==> src/rtl/mem_wb_pkg.sv <==
// Shared types and constants for the MEM stage and MEM/WB register.
// Latency: n/a (declarations only).
// Backpressure: n/a.
package mem_wb_pkg;

    localparam int DATA_W             = 32;
    localparam int REG_W              = 5;
    localparam int TIMEOUT_CYCLES_DEF = 16;

    // Data-memory access sequencer states.
    typedef enum logic {
        IDLE = 1'b0,
        REQ  = 1'b1
    } state_t;

endpackage

==> src/rtl/mem_wb_stage_if.sv <==
// Data-memory req/ack bus between the MEM stage (master) and data memory (slave).
// Latency: n/a (wires only).
// Backpressure: the slave holds off completion by keeping DAck low while DReq is high.
interface mem_wb_stage_if;
    import mem_wb_pkg::*;

    logic              DReq;
    logic              DWe;
    logic [DATA_W-1:0] DAddr;
    logic [DATA_W-1:0] DWData;
    logic [DATA_W-1:0] DRData;
    logic              DAck;

    modport master (
        output DReq, DWe, DAddr, DWData,
        input  DRData, DAck
    );

    modport slave (
        input  DReq, DWe, DAddr, DWData,
        output DRData, DAck
    );

endinterface

==> src/rtl/mem_wait_counter.sv <==
// Saturating wait counter with clear, enable and a terminal-count flag.
// Latency: Tc is combinational; it is high in the cycle whose increment reaches Max.
// Backpressure: none; Clear has priority over Enable.
module mem_wait_counter #(
    parameter int Max = 16,
    parameter int W   = 5
) (
    input  logic Clk,
    input  logic Rst_n,
    input  logic Clear,
    input  logic Enable,
    output logic Tc
);

    logic [W-1:0] count;

    // Count enabled cycles, holding at Max until cleared.
    always_ff @(posedge Clk) begin
        if (!Rst_n || Clear) begin
            count <= '0;
        end else if (Enable && (count != W'(Max))) begin
            count <= count + 1'b1;
        end
    end

    // This cycle's increment lands on Max.
    always_comb begin
        Tc = Enable && (count == W'(Max - 1));
    end

endmodule

==> src/rtl/mem_wb_stage.sv <==
// MEM stage load/store sequencer plus MEM/WB pipeline register. Optional macro: MEM_WB_TIMEOUT_EN.
// Latency: non-memory ops 1 cycle; memory ops k+1 cycles when DAck arrives in the k-th REQ cycle.
// Backpressure: Stall holds the upstream pipeline while an access is outstanding.
module mem_wb_stage
    import mem_wb_pkg::*;
#(
    parameter int TIMEOUT_CYCLES = TIMEOUT_CYCLES_DEF,
    parameter int CNT_W          = 5
) (
    input  logic              Clk,
    input  logic              Rst_n,
    input  logic              MEMRegWrite,
    input  logic              MEMMemtoReg,
    input  logic              MEMMemWrite,
    input  logic              MEMMemRead,
    input  logic [DATA_W-1:0] MEMALUResult,
    input  logic [DATA_W-1:0] MEMRegData2,
    input  logic [REG_W-1:0]  MEMRegisterRd,
    mem_wb_stage_if.master    dmem,
    output logic              Stall,
    output logic              WBRegWrite,
    output logic              WBMemtoReg,
    output logic [DATA_W-1:0] WBReadData,
    output logic [DATA_W-1:0] WBALUResult,
    output logic [REG_W-1:0]  WBRegisterRd,
    output logic              MemErr
);

    if (CNT_W < $clog2(TIMEOUT_CYCLES + 1)) begin : g_cnt_w_check
        $error("mem_wb_stage: CNT_W too narrow for TIMEOUT_CYCLES");
    end

    state_t state;
    state_t stateNxt;
    logic   memop;
    logic   issue;
    logic   complete;
    logic   passThru;
    logic   tmoFire;

    // A store wins over a load when both are flagged; either one needs the bus.
    assign memop = MEMMemRead | MEMMemWrite;

`ifdef MEM_WB_TIMEOUT_EN
    logic waitEn;
    logic waitClr;

    assign waitEn  = (state == REQ) && !dmem.DAck;
    assign waitClr = (state != REQ) || dmem.DAck || tmoFire;

    mem_wait_counter #(
        .Max (TIMEOUT_CYCLES),
        .W   (CNT_W)
    ) u_wait (
        .Clk    (Clk),
        .Rst_n  (Rst_n),
        .Clear  (waitClr),
        .Enable (waitEn),
        .Tc     (tmoFire)
    );
`else
    assign tmoFire = 1'b0;
`endif

    // Sequencer state register.
    always_ff @(posedge Clk) begin
        if (!Rst_n) begin
            state <= IDLE;
        end else begin
            state <= stateNxt;
        end
    end

    // Next state, stall and the datapath load strobes.
    always_comb begin
        stateNxt = state;
        Stall    = 1'b0;
        issue    = 1'b0;
        complete = 1'b0;
        case (state)
            IDLE: begin
                if (memop) begin
                    Stall    = 1'b1;
                    issue    = 1'b1;
                    stateNxt = REQ;
                end
            end
            REQ: begin
                // An ack in the timeout cycle still counts as a normal completion.
                if (dmem.DAck) begin
                    complete = 1'b1;
                    stateNxt = IDLE;
                end else if (tmoFire) begin
                    stateNxt = IDLE;
                end else begin
                    Stall = 1'b1;
                end
            end
            default: stateNxt = IDLE;
        endcase
    end

    assign passThru = ((state == IDLE) && !memop) || complete;

    // Memory bus registers, MEM/WB register and error pulse.
    always_ff @(posedge Clk) begin
        if (!Rst_n) begin
            dmem.DReq    <= 1'b0;
            dmem.DWe     <= 1'b0;
            dmem.DAddr   <= '0;
            dmem.DWData  <= '0;
            WBRegWrite   <= 1'b0;
            WBMemtoReg   <= 1'b0;
            WBReadData   <= '0;
            WBALUResult  <= '0;
            WBRegisterRd <= '0;
            MemErr       <= 1'b0;
        end else begin
            MemErr <= tmoFire;

            if (issue) begin
                dmem.DReq   <= 1'b1;
                dmem.DWe    <= MEMMemWrite;
                dmem.DAddr  <= MEMALUResult;
                dmem.DWData <= MEMRegData2;
            end else if (complete || tmoFire) begin
                dmem.DReq <= 1'b0;
            end

            // Any cycle that is not a pass-through emits a bubble so the
            // instruction waiting on memory is written back exactly once.
            if (passThru) begin
                WBRegWrite   <= MEMRegWrite;
                WBMemtoReg   <= MEMMemtoReg;
                WBALUResult  <= MEMALUResult;
                WBRegisterRd <= MEMRegisterRd;
                if (complete && !dmem.DWe) begin
                    WBReadData <= dmem.DRData;
                end
            end else begin
                WBRegWrite <= 1'b0;
            end
        end
    end

endmodule

==> src/flat_wrapper.sv <==
// flat-port wrapper written by rule: the top's interface ports become plain ports
module mem_wb_stage_flat import mem_wb_pkg::*;
#(
    parameter int TIMEOUT_CYCLES = TIMEOUT_CYCLES_DEF,
    parameter int CNT_W          = 5
)
  (Clk, Rst_n, MEMRegWrite, MEMMemtoReg, MEMMemWrite, MEMMemRead, MEMALUResult, MEMRegData2, MEMRegisterRd, Stall, WBRegWrite, WBMemtoReg, WBReadData, WBALUResult, WBRegisterRd, MemErr, dmem_DReq, dmem_DWe, dmem_DAddr, dmem_DWData, dmem_DRData, dmem_DAck);
  mem_wb_stage_if dmem_i ();
  input  logic Clk;
  input  logic Rst_n;
  input  logic MEMRegWrite;
  input  logic MEMMemtoReg;
  input  logic MEMMemWrite;
  input  logic MEMMemRead;
  input  logic [DATA_W-1:0] MEMALUResult;
  input  logic [DATA_W-1:0] MEMRegData2;
  input  logic [REG_W-1:0] MEMRegisterRd;
  output logic Stall;
  output logic WBRegWrite;
  output logic WBMemtoReg;
  output logic [DATA_W-1:0] WBReadData;
  output logic [DATA_W-1:0] WBALUResult;
  output logic [REG_W-1:0] WBRegisterRd;
  output logic MemErr;
  output wire logic [$bits(dmem_i.DReq)-1:0] dmem_DReq;
  output wire logic [$bits(dmem_i.DWe)-1:0] dmem_DWe;
  output wire logic [$bits(dmem_i.DAddr)-1:0] dmem_DAddr;
  output wire logic [$bits(dmem_i.DWData)-1:0] dmem_DWData;
  input wire logic [$bits(dmem_i.DRData)-1:0] dmem_DRData;
  input wire logic [$bits(dmem_i.DAck)-1:0] dmem_DAck;
  assign dmem_DReq = dmem_i.DReq;
  assign dmem_DWe = dmem_i.DWe;
  assign dmem_DAddr = dmem_i.DAddr;
  assign dmem_DWData = dmem_i.DWData;
  assign dmem_i.DRData = dmem_DRData;
  assign dmem_i.DAck = dmem_DAck;
  mem_wb_stage #(.TIMEOUT_CYCLES(TIMEOUT_CYCLES), .CNT_W(CNT_W)) u_core (.Clk(Clk), .Rst_n(Rst_n), .MEMRegWrite(MEMRegWrite), .MEMMemtoReg(MEMMemtoReg), .MEMMemWrite(MEMMemWrite), .MEMMemRead(MEMMemRead), .MEMALUResult(MEMALUResult), .MEMRegData2(MEMRegData2), .MEMRegisterRd(MEMRegisterRd), .dmem(dmem_i), .Stall(Stall), .WBRegWrite(WBRegWrite), .WBMemtoReg(WBMemtoReg), .WBReadData(WBReadData), .WBALUResult(WBALUResult), .WBRegisterRd(WBRegisterRd), .MemErr(MemErr));
endmodule
==> config.mk <==
export PLATFORM = sky130hd
export DESIGN_NAME = mem_wb_stage_flat
export DESIGN_NICKNAME = d
export VERILOG_FILES = /design/src/rtl/mem_wb_pkg.sv /design/src/rtl/mem_wb_stage_if.sv /design/src/rtl/mem_wait_counter.sv /design/src/rtl/mem_wb_stage.sv /design/src/flat_wrapper.sv
export SDC_FILE = /design/constraint.sdc
export NUM_CORES = 1
export LEC_CHECK = 0
export ABC_AREA = 1
export ABC_CLOCK_PERIOD_IN_PS = 2300
export BUFFER_PORTS_ARGS = -buffer_cell sky130_fd_sc_hd__buf_4
export CORE_ASPECT_RATIO = 0.75
export CORE_MARGIN = 4
export CORE_UTILIZATION = 50
export CTS_BUF_LIST = sky130_fd_sc_hd__clkbuf_16
export DETAILED_ROUTE_END_ITERATION = 8
export GPL_TIMING_DRIVEN = 0
export PLACE_DENSITY = 0.95
export SLEW_MARGIN = 5
export SYNTH_ARGS = -nofsm -noshare
export SYNTH_HDL_FRONTEND = slang
export SYNTH_SLANG_ARGS = --single-unit
==> constraint.sdc <==
create_clock -name Clk -period 2.3 [get_ports Clk]
set_input_delay 0.575 -clock Clk [delete_from_list [all_inputs] [get_ports Clk]]
set_output_delay 0.575 -clock Clk [all_outputs]
set_load 0.03 [all_outputs]
Yosys cells after proc, flatten, opt, wreduce, memory -nomap -nowiden

Index checks and enable logic that the tools add are counted.

Muxes and demuxes: 8
Bitwise logic cells: 2
Reductions and logical operators: 8

Operators by type and width:

| kind                                  | number |
|---|---|
| 1-bit 2-to-1 mux                      | 7 |
| 2-bit AND reduction                   | 2 |
| 1-bit logical AND                     | 2 |
| 1-bit zero test                       | 2 |
| 1-bit one-hot mux with 2 select lines | 1 |
| 2-bit nonzero test                    | 1 |
| 1-bit logical OR                      | 1 |
| 1-bit inverter                        | 1 |
| 1-bit bitwise OR                      | 1 |

Register bits after elaboration: 138
Input bits: 108
Output and inout bits: 139
Logic and storage cells: 28

Longest topological paths before layout

Depth in word-level cells: 5
Mapped depth: 7

Worst setup path after synthesis

Ideal clock, no wire load.

Path kind: input-to-output
Start: input MEMMemWrite
End: output Stall
Data arrival time: 1253 ps
Required time: 1725 ps
Slack: 472 ps
Cell stages on the path: 5
Path buffers: 1
Path through: nor2_1 > nand2_1 > nand2_1 > buf_2 > inv_1

Cells in the longest elaborated chain, start to end: 3

Ends and longest elaborated chain:

| element                               | RTL line           | text |
|---|---|---|
| start, declared                       | flat_wrapper.sv:13 | `input logic MEMMemWrite;` |
| 1-bit bitwise OR                      | mem_wb_stage.sv:42 | `assign memop = MEMMemRead \| MEMMemWrite;` |
| 1-bit 2-to-1 mux                      | mem_wb_stage.sv:82 | `if (memop) begin` |
| 1-bit one-hot mux with 2 select lines | mem_wb_stage.sv:80 | `case (state)` |
| end, declared                         | flat_wrapper.sv:18 | `output logic Stall;` |

No other way between the ends.

Worst setup path after layout

Ends and elaborated chain as after synthesis.

==> flow_metrics.py <==
metrics = {
    "synth": {
        "ys_types": 18,
        "yosys_register_bits": 138,
        "synth-seq-area-share": 0.5227,
        "postSynthCellCount": 742,
        "yosysWarningCount": 0,
        "syn_area_per_cell_um2": 7.123,
        "syn-cell-area_um2": 5285,
        "synth.net_count": 850,
    },
    "placement": {
        "place_inst": 1122,
        "dpl.hpwl_um": 12750,
        "io_buffers": 244,
        "placed_area_um2": 7287,
        "place_congestion": 0.8510,
        "dp_slack_ns": 0.02459,
    },
    "routing": {
        "vias": 5645,
        "wl_um": 17080,
        "wl_per_cell_um": 14.82,
        "viasPerCell": 4.900,
        "drtIter0Drc": 354,
        "drtAntennaViolNets": 0,
        "drc": 0,
        "firstDrtPassIters": 5,
    },
    "floorplanning": {
        "die_w_um": 126.7,
        "die_h_um": 97.04,
        "num_rows": 32,
        "start_util": 0.5136,
        "core_area_um2": 10290,
        "io_pins": 247,
        "dieArea_um2": 12300,
    },
    "finish": {
        "layout.cells.non_filler": 1152,
        "finalNetCount": 1112,
        "fillers": 759,
        "final_cell_area_um2": 7894,
        "antenna_cells": 0,
        "synthToLayoutAreaGrowth_pct": 49.36,
        "drive_gt1_frac": 0.3022,
    },
    "clock_network": {
        "cts_buffer_depth": 2,
        "tritoncts": "done",
        "clk_latency_ns": 0.40,
        "cts_max_level": 4,
        "cts_sinks": 138,
        "clk_pin_slew_ns": 0.06,
        "cts-root-buf": "clkbuf_16",
        "hold_buffers": 0,
        "cts_made_buffers": 17,
    },
    "timing": {
        "fmax_ghz": 0.4818,
        "layout_setup_ws_ns": 0.2243,
        "setup_tns_ns": 0,
        "period_share": 0.9025,
        "setup_viol": 0,
        "fin_crit_ns": 2.076,
        "fin_skew_ns": 0.009333,
        "whs_ns": 0.3927,
        "drv_slew": 0,
        "finalHoldViolCount": 0,
        "grt_setup_unrepaired": "false",
    },
    "setup_path": {
        "critical_path_class": "in -> out",
        "crit_path_max_fanout": 14,
        "crit_path_end_kind": "output pin",
        "cp.required_ns": 1.73,
        "worst-endpoint-arrival_ns": 1.50,
        "reg2reg_slack_ns": 0.91,
        "startpoint_type": "input port",
    },
    "global_route": {
        "overflow": 0,
        "grt_usage": 0.2737,
        "grt_pass1_wl_um": 27010,
        "antenna_found_initial": 0,
        "grt_max_degree": 17,
        "first_global_vias": 5366,
    },
    "status": {
        "status": "completed",
    },
    "power_and_ir_drop": {
        "powerDensity_nw_per_um2": 876.9,
        "leakagePower_uw": 0.004279,
        "vdd_drop_max_v": 0.0005162,
    },
    "min_path": {
        "hold_path.class": "in -> reg",
    },
    "run": {
        "cap_viol_max_count": 0,
    },
}
placed cells by master, fill, tap and decap left out, types with 2 or more instances in the layout:
| cell type | Yosys | layout |
|---|---|---|
| buf_1 | 10 | 10 |
| buf_2 | 26 | 25 |
| buf_4 | 5 | 249 |
| bufinv_16 | 0 | 4 |
| clkbuf_1 | 10 | 10 |
| clkbuf_16 | 0 | 17 |
| clkinv_4 | 0 | 3 |
| clkinvlp_4 | 0 | 3 |
| dfxtp_1 | 138 | 138 |
| inv_1 | 68 | 71 |
| inv_2 | 2 | 2 |
| nand2_1 | 171 | 170 |
| nand3_1 | 38 | 38 |
| nand4_1 | 38 | 38 |
| nor2_1 | 198 | 198 |
| o21ai_0 | 32 | 32 |
cell type report:
class / instances / area (um^2) / area share
Buffer: 51 / 249.0 / 0.03154
Clock buffer: 17 / 425.4 / 0.05389
Tap cell: 136 / 170.2 / 0.02156
Timing Repair Buffer: 244 / 1832 / 0.2320
Sequential cell: 138 / 2763 / 0.3500
Clock inverter: 14 / 183.9 / 0.02330
Inverter: 70 / 262.8 / 0.03329
Multi-Input combinational cell: 482 / 2008 / 0.2544
power by group:
part	total (uW)	leakage, uW	internal [uW]	switching, uW
clock network	2800	0.000296	1800	1000
registers	2700	0.00114	2590	112
logic	1420	0.00284	532	890
total	6920	0.00428	4920	2000
cell usage after synthesis:
cell type  count  area share
inv_1         68       0.048
nand3_1       38       0.036
o21ai_0       32       0.030
clkbuf_1      10      0.0071
nor2_2         1      0.0012
buf_6          1      0.0021
buf_4          5      0.0071
nand2_1      171        0.12
buf_2         26       0.025
nand3b_1       1      0.0014
conb_1         1     0.00071
nor2_1       198        0.14
nand3_2        1      0.0019
a21oi_1        1     0.00095
nand4_1       38       0.045
inv_2          2      0.0014
buf_1         10      0.0071
dfxtp_1      138        0.52
per-layer routing:
metal  up-vias  global-route usage  wire (um)
li1       2815                   -          -
met1      2573              0.3191       6722
met2       235              0.4732       8338
met3        22             0.09161       1740
met4         0             0.08656        276
met5         -                   0          0
worst paths after layout:
path / startpoint / to / cells after the start
worst max-delay path: MEMMemWrite / Stall / 6
worst min-delay path: MEMRegisterRd[2] / u_core.WBRegisterRd[2] / 3
worst max register to register: u_core.state / u_core.WBALUResult[8] / 5
worst min register to register: u_core.WBALUResult[25] / u_core.WBALUResult[25] / 2
registers in the layout, summed over array words and instances, names as in the netlist:
signal,count
u_core.dmem.DWe,1
u_core.state,1
u_core.WBMemtoReg,1
u_core.dmem.DAddr,32
u_core.dmem.DWData,32
u_core.dmem.DReq,1
u_core.WBRegisterRd,5
u_core.WBRegWrite,1
u_core.WBReadData,32
u_core.WBALUResult,32
critical path, cell delays in order:
cell,delay [ns]
buf_4,0.11
nor2_1,0.16
nand2_1,0.14
nand2_2,0.26
inv_1,0.08
buf_4,0.17
through the flow:
step,power (uW),utilization
floorplan,3554,-
global placement,4132,0.7082
detailed placement,4164,0.7082
CTS,6967,0.7674
global route,7215,0.7671
finish,6922,0.7671
cells by family (layout without fill, tap and decap cells):
kind of cell    after synthesis  count (layout)  synth area share
buf+inv                     122             396           0.09778
other cells                   1               1         0.0007095
simple gates                448             448            0.3475
compound gates               33              33           0.03125
flops                       138             138            0.5227
timing repair:
item / in CTS / in global routing
gates resized for setup: 0 / 1
setup buffers: 0 / 0
setup endpoints to repair: 0 / 1
No activity file was read; power rests on OpenSTA's default activity.
